`config.mk`:
```
export PLATFORM = sky130hd
export DESIGN_NAME = if_fetch_unit
export DESIGN_NICKNAME = d
export VERILOG_FILES = /design/src/rtl/if_fetch_unit_pkg.sv /design/src/rtl/fetch_skid_reg.sv /design/src/rtl/if_fetch_unit.sv
export SDC_FILE = /design/constraint.sdc
export NUM_CORES = 1
export LEC_CHECK = 0
export ABC_AREA = 1
export CAP_MARGIN = 0
export CORE_AREA = 2 2 122 242
export CTS_BUF_LIST = sky130_fd_sc_hd__clkbuf_16
export DETAILED_ROUTE_END_ITERATION = 12
export DIE_AREA = 0 0 124 244
export HOLD_SLACK_MARGIN = 0.12
export PLACE_DENSITY = 0.58
export SLEW_MARGIN = 20
export SYNTH_ARGS = -nofsm -noshare
export SYNTH_HDL_FRONTEND = slang
export SYNTH_SLANG_ARGS = --single-unit
```
`constraint.sdc`:
```
create_clock -name clk -period 2.1 [get_ports clk]
set_clock_uncertainty 0.1 [all_clocks]
set_input_delay 0.42 -clock clk [delete_from_list [all_inputs] [get_ports clk]]
set_output_delay 0.42 -clock clk [all_outputs]
set_load 0.03 [all_outputs]
```
`src/rtl/if_fetch_unit_pkg.sv`:
```
// Shared types and constants for the instruction-fetch stage.
// State encodings stay as plain constants so they match the legacy definitions header.
package if_fetch_unit_pkg;

  localparam int unsigned WORD = 32;

  typedef logic [WORD-1:0] word_t;
  typedef logic [1:0]      fetch_state_t;

  localparam word_t ZERO    = '0;
  localparam word_t PC_STEP = word_t'(4);

  localparam fetch_state_t FETCH_IDLE = 2'd0;
  localparam fetch_state_t FETCH_REQ  = 2'd1;
  localparam fetch_state_t FETCH_DROP = 2'd2;
  localparam fetch_state_t FETCH_SKID = 2'd3;

  function automatic word_t align_word(input word_t addr);
    return addr & ~word_t'(3);
  endfunction

endpackage

```
`src/rtl/fetch_skid_reg.sv`:
```
// One-entry holding register for an instruction fetched while decode is stalled.
// Priority: clear, then load, then drain.
module fetch_skid_reg
  import if_fetch_unit_pkg::*;
(
  input  logic  clk,
  input  logic  reset,
  input  logic  load,
  input  logic  drain,
  input  logic  clear,
  input  word_t ir_in,
  input  word_t npc_in,
  output logic  valid,
  output word_t ir,
  output word_t npc
);

  logic  valid_q, valid_d;
  word_t ir_q, ir_d;
  word_t npc_q, npc_d;

  always_comb begin
    valid_d = valid_q;
    ir_d    = ir_q;
    npc_d   = npc_q;
    if (clear) begin
      valid_d = 1'b0;
      ir_d    = ZERO;
      npc_d   = ZERO;
    end else if (load) begin
      valid_d = 1'b1;
      ir_d    = ir_in;
      npc_d   = npc_in;
    end else if (drain) begin
      valid_d = 1'b0;
    end
  end

  always_ff @(posedge clk) begin
    if (!reset) begin
      valid_q <= 1'b0;
      ir_q    <= ZERO;
      npc_q   <= ZERO;
    end else begin
      valid_q <= valid_d;
      ir_q    <= ir_d;
      npc_q   <= npc_d;
    end
  end

  assign valid = valid_q;
  assign ir    = ir_q;
  assign npc   = npc_q;

endmodule

```
`src/rtl/if_fetch_unit.sv`:
```
// Instruction-fetch stage: PC, imem req/ack handshake, skid for decode stalls, redirects.
// Optional build macro FETCH_ALIGN_CHECK_EN enables the sticky misaligned-redirect flag.
module if_fetch_unit
  import if_fetch_unit_pkg::*;
#(
  parameter word_t       RESET_PC = ZERO,
  parameter int unsigned DELAY    = 0
) (
  input  logic            clk,
  input  logic            reset,
  input  logic            stall,
  input  logic            redirect,
  input  logic [WORD-1:0] redirect_pc,
  output logic            imem_req,
  output logic [WORD-1:0] imem_addr,
  input  logic            imem_ack,
  input  logic [WORD-1:0] imem_rdata,
  output logic [WORD-1:0] nPC_if,
  output logic [WORD-1:0] IR_if,
  output logic            valid_if,
  output logic            misalign
);

  // DELAY only shaped simulation timing in the legacy model; registers here update at the edge.
  if (DELAY != 0) begin : g_sim_delay
  end

  fetch_state_t state_q, state_d;
  word_t        pc_q, pc_d;
  word_t        drop_addr_q, drop_addr_d;
  word_t        ir_q, ir_d;
  word_t        npc_q, npc_d;
  logic         valid_q, valid_d;

  logic  skid_load, skid_drain, skid_clear;
  logic  skid_valid;
  word_t skid_ir, skid_npc;
  word_t pc_inc;
  logic  slot_blocked, slot_consume;

  assign pc_inc       = pc_q + PC_STEP;
  assign slot_blocked = valid_q & stall;
  assign slot_consume = valid_q & ~stall;

  fetch_skid_reg u_skid (
    .clk    (clk),
    .reset  (reset),
    .load   (skid_load),
    .drain  (skid_drain),
    .clear  (skid_clear),
    .ir_in  (imem_rdata),
    .npc_in (pc_inc),
    .valid  (skid_valid),
    .ir     (skid_ir),
    .npc    (skid_npc)
  );

  always_comb begin
    state_d     = state_q;
    pc_d        = pc_q;
    drop_addr_d = drop_addr_q;
    ir_d        = ir_q;
    npc_d       = npc_q;
    valid_d     = valid_q;
    skid_load   = 1'b0;
    skid_drain  = 1'b0;
    skid_clear  = 1'b0;

    if (slot_consume) begin
      valid_d = 1'b0;
      ir_d    = ZERO;
    end

    case (state_q)
      FETCH_IDLE: begin
        if (!slot_blocked) state_d = FETCH_REQ;
      end
      FETCH_REQ: begin
        if (imem_ack) begin
          pc_d = pc_inc;
          if (slot_blocked) begin
            skid_load = 1'b1;
            state_d   = FETCH_SKID;
          end else begin
            ir_d    = imem_rdata;
            npc_d   = pc_inc;
            valid_d = 1'b1;
          end
        end
      end
      FETCH_SKID: begin
        if (!stall && skid_valid) begin
          ir_d       = skid_ir;
          npc_d      = skid_npc;
          valid_d    = 1'b1;
          skid_drain = 1'b1;
          state_d    = FETCH_REQ;
        end
      end
      FETCH_DROP: begin
        if (imem_ack) state_d = FETCH_REQ;
      end
      default: state_d = FETCH_IDLE;
    endcase

    // Redirect overrides everything above; nPC_if keeps its last value while the slot is empty.
    if (redirect) begin
      pc_d       = align_word(redirect_pc);
      valid_d    = 1'b0;
      ir_d       = ZERO;
      npc_d      = npc_q;
      skid_load  = 1'b0;
      skid_drain = 1'b0;
      skid_clear = 1'b1;
      case (state_q)
        FETCH_REQ: begin
          if (imem_ack) begin
            state_d = FETCH_REQ;
          end else begin
            state_d     = FETCH_DROP;
            drop_addr_d = pc_q;
          end
        end
        FETCH_IDLE, FETCH_SKID: state_d = FETCH_REQ;
        default: ;
      endcase
    end
  end

  always_ff @(posedge clk) begin
    if (!reset) begin
      state_q     <= FETCH_IDLE;
      pc_q        <= RESET_PC;
      drop_addr_q <= RESET_PC;
      ir_q        <= ZERO;
      npc_q       <= ZERO;
      valid_q     <= 1'b0;
    end else begin
      state_q     <= state_d;
      pc_q        <= pc_d;
      drop_addr_q <= drop_addr_d;
      ir_q        <= ir_d;
      npc_q       <= npc_d;
      valid_q     <= valid_d;
    end
  end

  assign imem_req  = (state_q == FETCH_REQ) || (state_q == FETCH_DROP);
  assign imem_addr = (state_q == FETCH_DROP) ? drop_addr_q : pc_q;
  assign nPC_if    = npc_q;
  assign IR_if     = ir_q;
  assign valid_if  = valid_q;

`ifdef FETCH_ALIGN_CHECK_EN
  logic misalign_q, misalign_d;

  always_comb begin
    misalign_d = misalign_q | (redirect & (redirect_pc[1:0] != 2'b00));
  end

  always_ff @(posedge clk) begin
    if (!reset) misalign_q <= 1'b0;
    else        misalign_q <= misalign_d;
  end

  assign misalign = misalign_q;
`else
  assign misalign = 1'b0;
`endif

endmodule
```
==> impl_metrics.ini <==
[run_status]
outcome = finished, violations left
violations = negative setup slack

[timing]
final-setup-viol-count = 7
fin_crit_ns = 2.18
maxSlewViolCount = 0
period_share_pct = 104
fmax_mhz = 460
setup_ws_ns = -0.0757
hold_viol_final = 0
rsz0062_at_grt = yes

[place]
dpl_worst_slack_ns = -0.0478
gp_congestion = 0.936
numPortBuffers = 160
placed_area_sq_mm = 0.0114
dp_hpwl_mm = 22.3

[synthesis]
synthMuxAreaShare_pct = 0
yosys-top-cells-count = 271 x nand2_1, 188 x dfxtp_1, 177 x o21ai_0, 168 x a21oi_1, 153 x inv_1
synth-simple-area-share_pct = 22.3
ys_seq_elements = 188
ys_types = 33
post-synth-top-count-cell = nand2_1
seq_area_frac_synth_pct = 42.0
synth.area.top_cells = dfxtp_1 42%, nand2_1 11%, o21ai_0 9.9%, a21oi_1 9.4%, inv_1 6.4%
synth_top_area_share_pct = 42.0
syn-cell-area_sq_mm = 0.00896
synth_adder_area_share_pct = 0.699
yosys.area.top_type = dfxtp_1
synth-compound-area-share_pct = 22.4
avgSynthCellArea_sq_um = 6.83
synth_edf_count = 0
synth_flop_cell = dfxtp_1
synth_top_family_by_area = compound AO/OA/AOI/OAI gates
synthArstFlopShare_pct = 0
yosys_warnings = 0
synthCells = 1311
synth_xor_area_share_pct = 1.44

[finish]
n_antenna_cell = 0
drive_above_1_share_pct = 13.3
final_util_pct = 42.8
final_nets = 1543
design_area_sq_mm = 0.0121
syn_to_final_growth_pct = 35.2
nFillCells = 2982

[routing]
num_vias = 9047
first_pass_iters = 7
wl_per_cell_microns = 16.7
wl_mm = 30.6
drtIter0Drc = 565
antenna_left = 0
avgViaCountPerCell = 4.92
drc = 0

[clock_tree]
clk_pin_slew_ns = 0.07
cts_made_buffers = 17
cts_max_path_buffers = 2
clock_latency_ns = 0.45
clock-root-buffer = clkbuf_16
h-tree-depth = 4
cts.sinks = 188
hold_buffers = 0
cts_tree = built

[job]
cap_violations = 0

[pwr]
fin_total_pwr_w = 0.00904
ir_worst_vdd_v = 0.000528
p_leak_nw = 4.51
power_density_mw_per_mm2 = 746

[critical_path]
startpoint_type = flip-flop
path_class = reg2out
required_ns = 1.58
timing.rr.start = pc_q[2]
cp.arrival_ns = 1.66
critPathLaunch = state_q[1]
critPathMaxFanout = 7
end_kind = output port

[die]
initial_core_util_pct = 31.6
rows = 87
die_area_sq_mm = 0.0303
die_w_microns = 124
fp.dieH_microns = 244
pin_count = 168
core-area_sq_mm = 0.0283

[grt]
grt_pass1_vias = 8484
grt_util_all_layers_pct = 20.5
grt_max_degree = 60
grt_first_pass_wirelength_mm = 46.8
grt-ovfl-total = 0
antenna_found_initial = 0

[worst_hold_path]
worstHoldStart = u_skid.ir[19]
hold_class = reg2reg
placed cells by master, fill, tap and decap left out, types with 2 or more instances in the layout:
| cell type | netlist | layout |
|---|---|---|
| dlygate4sd2_1 | 0 | 3 |
| buf_4 | 6 | 56 |
| a21oi_2 | 10 | 10 |
| clkinvlp_4 | 0 | 6 |
| inv_6 | 0 | 2 |
| clkinv_2 | 1 | 2 |
| o21ai_1 | 9 | 22 |
| nor2_2 | 7 | 7 |
| clkdlybuf4s50_1 | 0 | 124 |
| a21oi_4 | 2 | 2 |
| dfxtp_1 | 188 | 186 |
| a21oi_1 | 168 | 168 |
| inv_2 | 4 | 5 |
| clkbuf_16 | 0 | 17 |
| ha_1 | 5 | 4 |
| nand2_2 | 17 | 22 |
| conb_1 | 1 | 5 |
| nor2_4 | 3 | 3 |
| clkinv_1 | 1 | 4 |
| o21ai_0 | 177 | 148 |
| nor2_1 | 96 | 96 |
| nand2_1 | 271 | 266 |
| o21ai_2 | 1 | 14 |
| o21ai_4 | 0 | 3 |
| inv_1 | 153 | 150 |
| bufinv_16 | 0 | 3 |
| nand3_1 | 82 | 82 |
| xor2_2 | 2 | 3 |
| a31oi_1 | 11 | 11 |
| nand3b_1 | 2 | 2 |
| buf_12 | 0 | 32 |
| xor2_1 | 11 | 10 |
critical path: stages, from the launching register on:
cell and delay [ns]:
dfxtp_4 0.39, ha_4 0.19, clkinvlp_4 0.23, o21ai_4 0.26, buf_12 0.14
final timing paths:
path / to / slack [ns] / cells after the start
hold / removal: u_skid.ir[19] / 0.35 / 2
setup / recovery: imem_addr[3] / -0.08 / 4
setup reg to reg: u_skid.npc[20] / 0.14 / 8
hold reg to reg: u_skid.ir[19] / 0.35 / 2
through the flow:
stage	setup TNS (ns)	hold WS, ns	std cells
2_1_floorplan	-0.487	0.324	1315
3_3_place_gp	-0.231	0.331	1803
3_5_place_dp	-0.415	0.338	1803
4_1_cts	-0.673	0.312	1836
5_1_grt	-2.22	0.352	1838
6_report	-0.394	0.345	1838
area by class of cell:
cell class | instances | area (sq um) | share of cell area, %
tap | 356 | 445 | 3.68
sequential | 188 | 3770 | 31.1
inverter | 159 | 604 | 4.99
multi-input combinational | 884 | 4320 | 35.7
clock buffer | 17 | 425 | 3.51
clock inverter | 15 | 170 | 1.41
timing repair buffer | 219 | 2370 | 19.6
logic make-up (layout without fill, tap and decap cells):
kind of cell	after synthesis	count (layout)
compound gates	382	382
xor+xnor	13	13
fa+ha+maj	5	5
buf+inv	243	410
flops	188	188
other cells	1	5
simple gates	479	479
sequential cells by signal, summed over array words and instances, names as in the netlist:
name and flops:
drop_addr_q 30, valid_if 1, u_skid.valid 1, u_skid.ir 32, nPC_if 30, u_skid.npc 30
IR_if 32, pc_q 30, state_q 2
power by group:
group / internal (W) / total (W) / switching, W
clock network: 0.00187 / 0.00333 / 0.00147
logic: 0.000740 / 0.00187 / 0.00113
registers: 0.00371 / 0.00383 / 0.000123
metal layers:
metal | wire, microns | part of all wire (%) | vias up | track usage, %
met3 | 1060 | 3.5 | 72 | 3.19
li1 | - | - | 4527 | -
met1 | 10900 | 36 | 4216 | 20.3
met2 | 17000 | 55 | 232 | 38.7
met4 | 1730 | 5.6 | 0 | 12.2
met5 | 0 | 0 | - | 0
repair_timing:
action	CTS	global route
setup endpoints to repair	34	37
cloned	0	0
gates resized for setup	57	11
pin swaps	1	4
hold endpoints to repair	0	0
buffers inserted	1	2
Power figures use the tool's default switching activity.
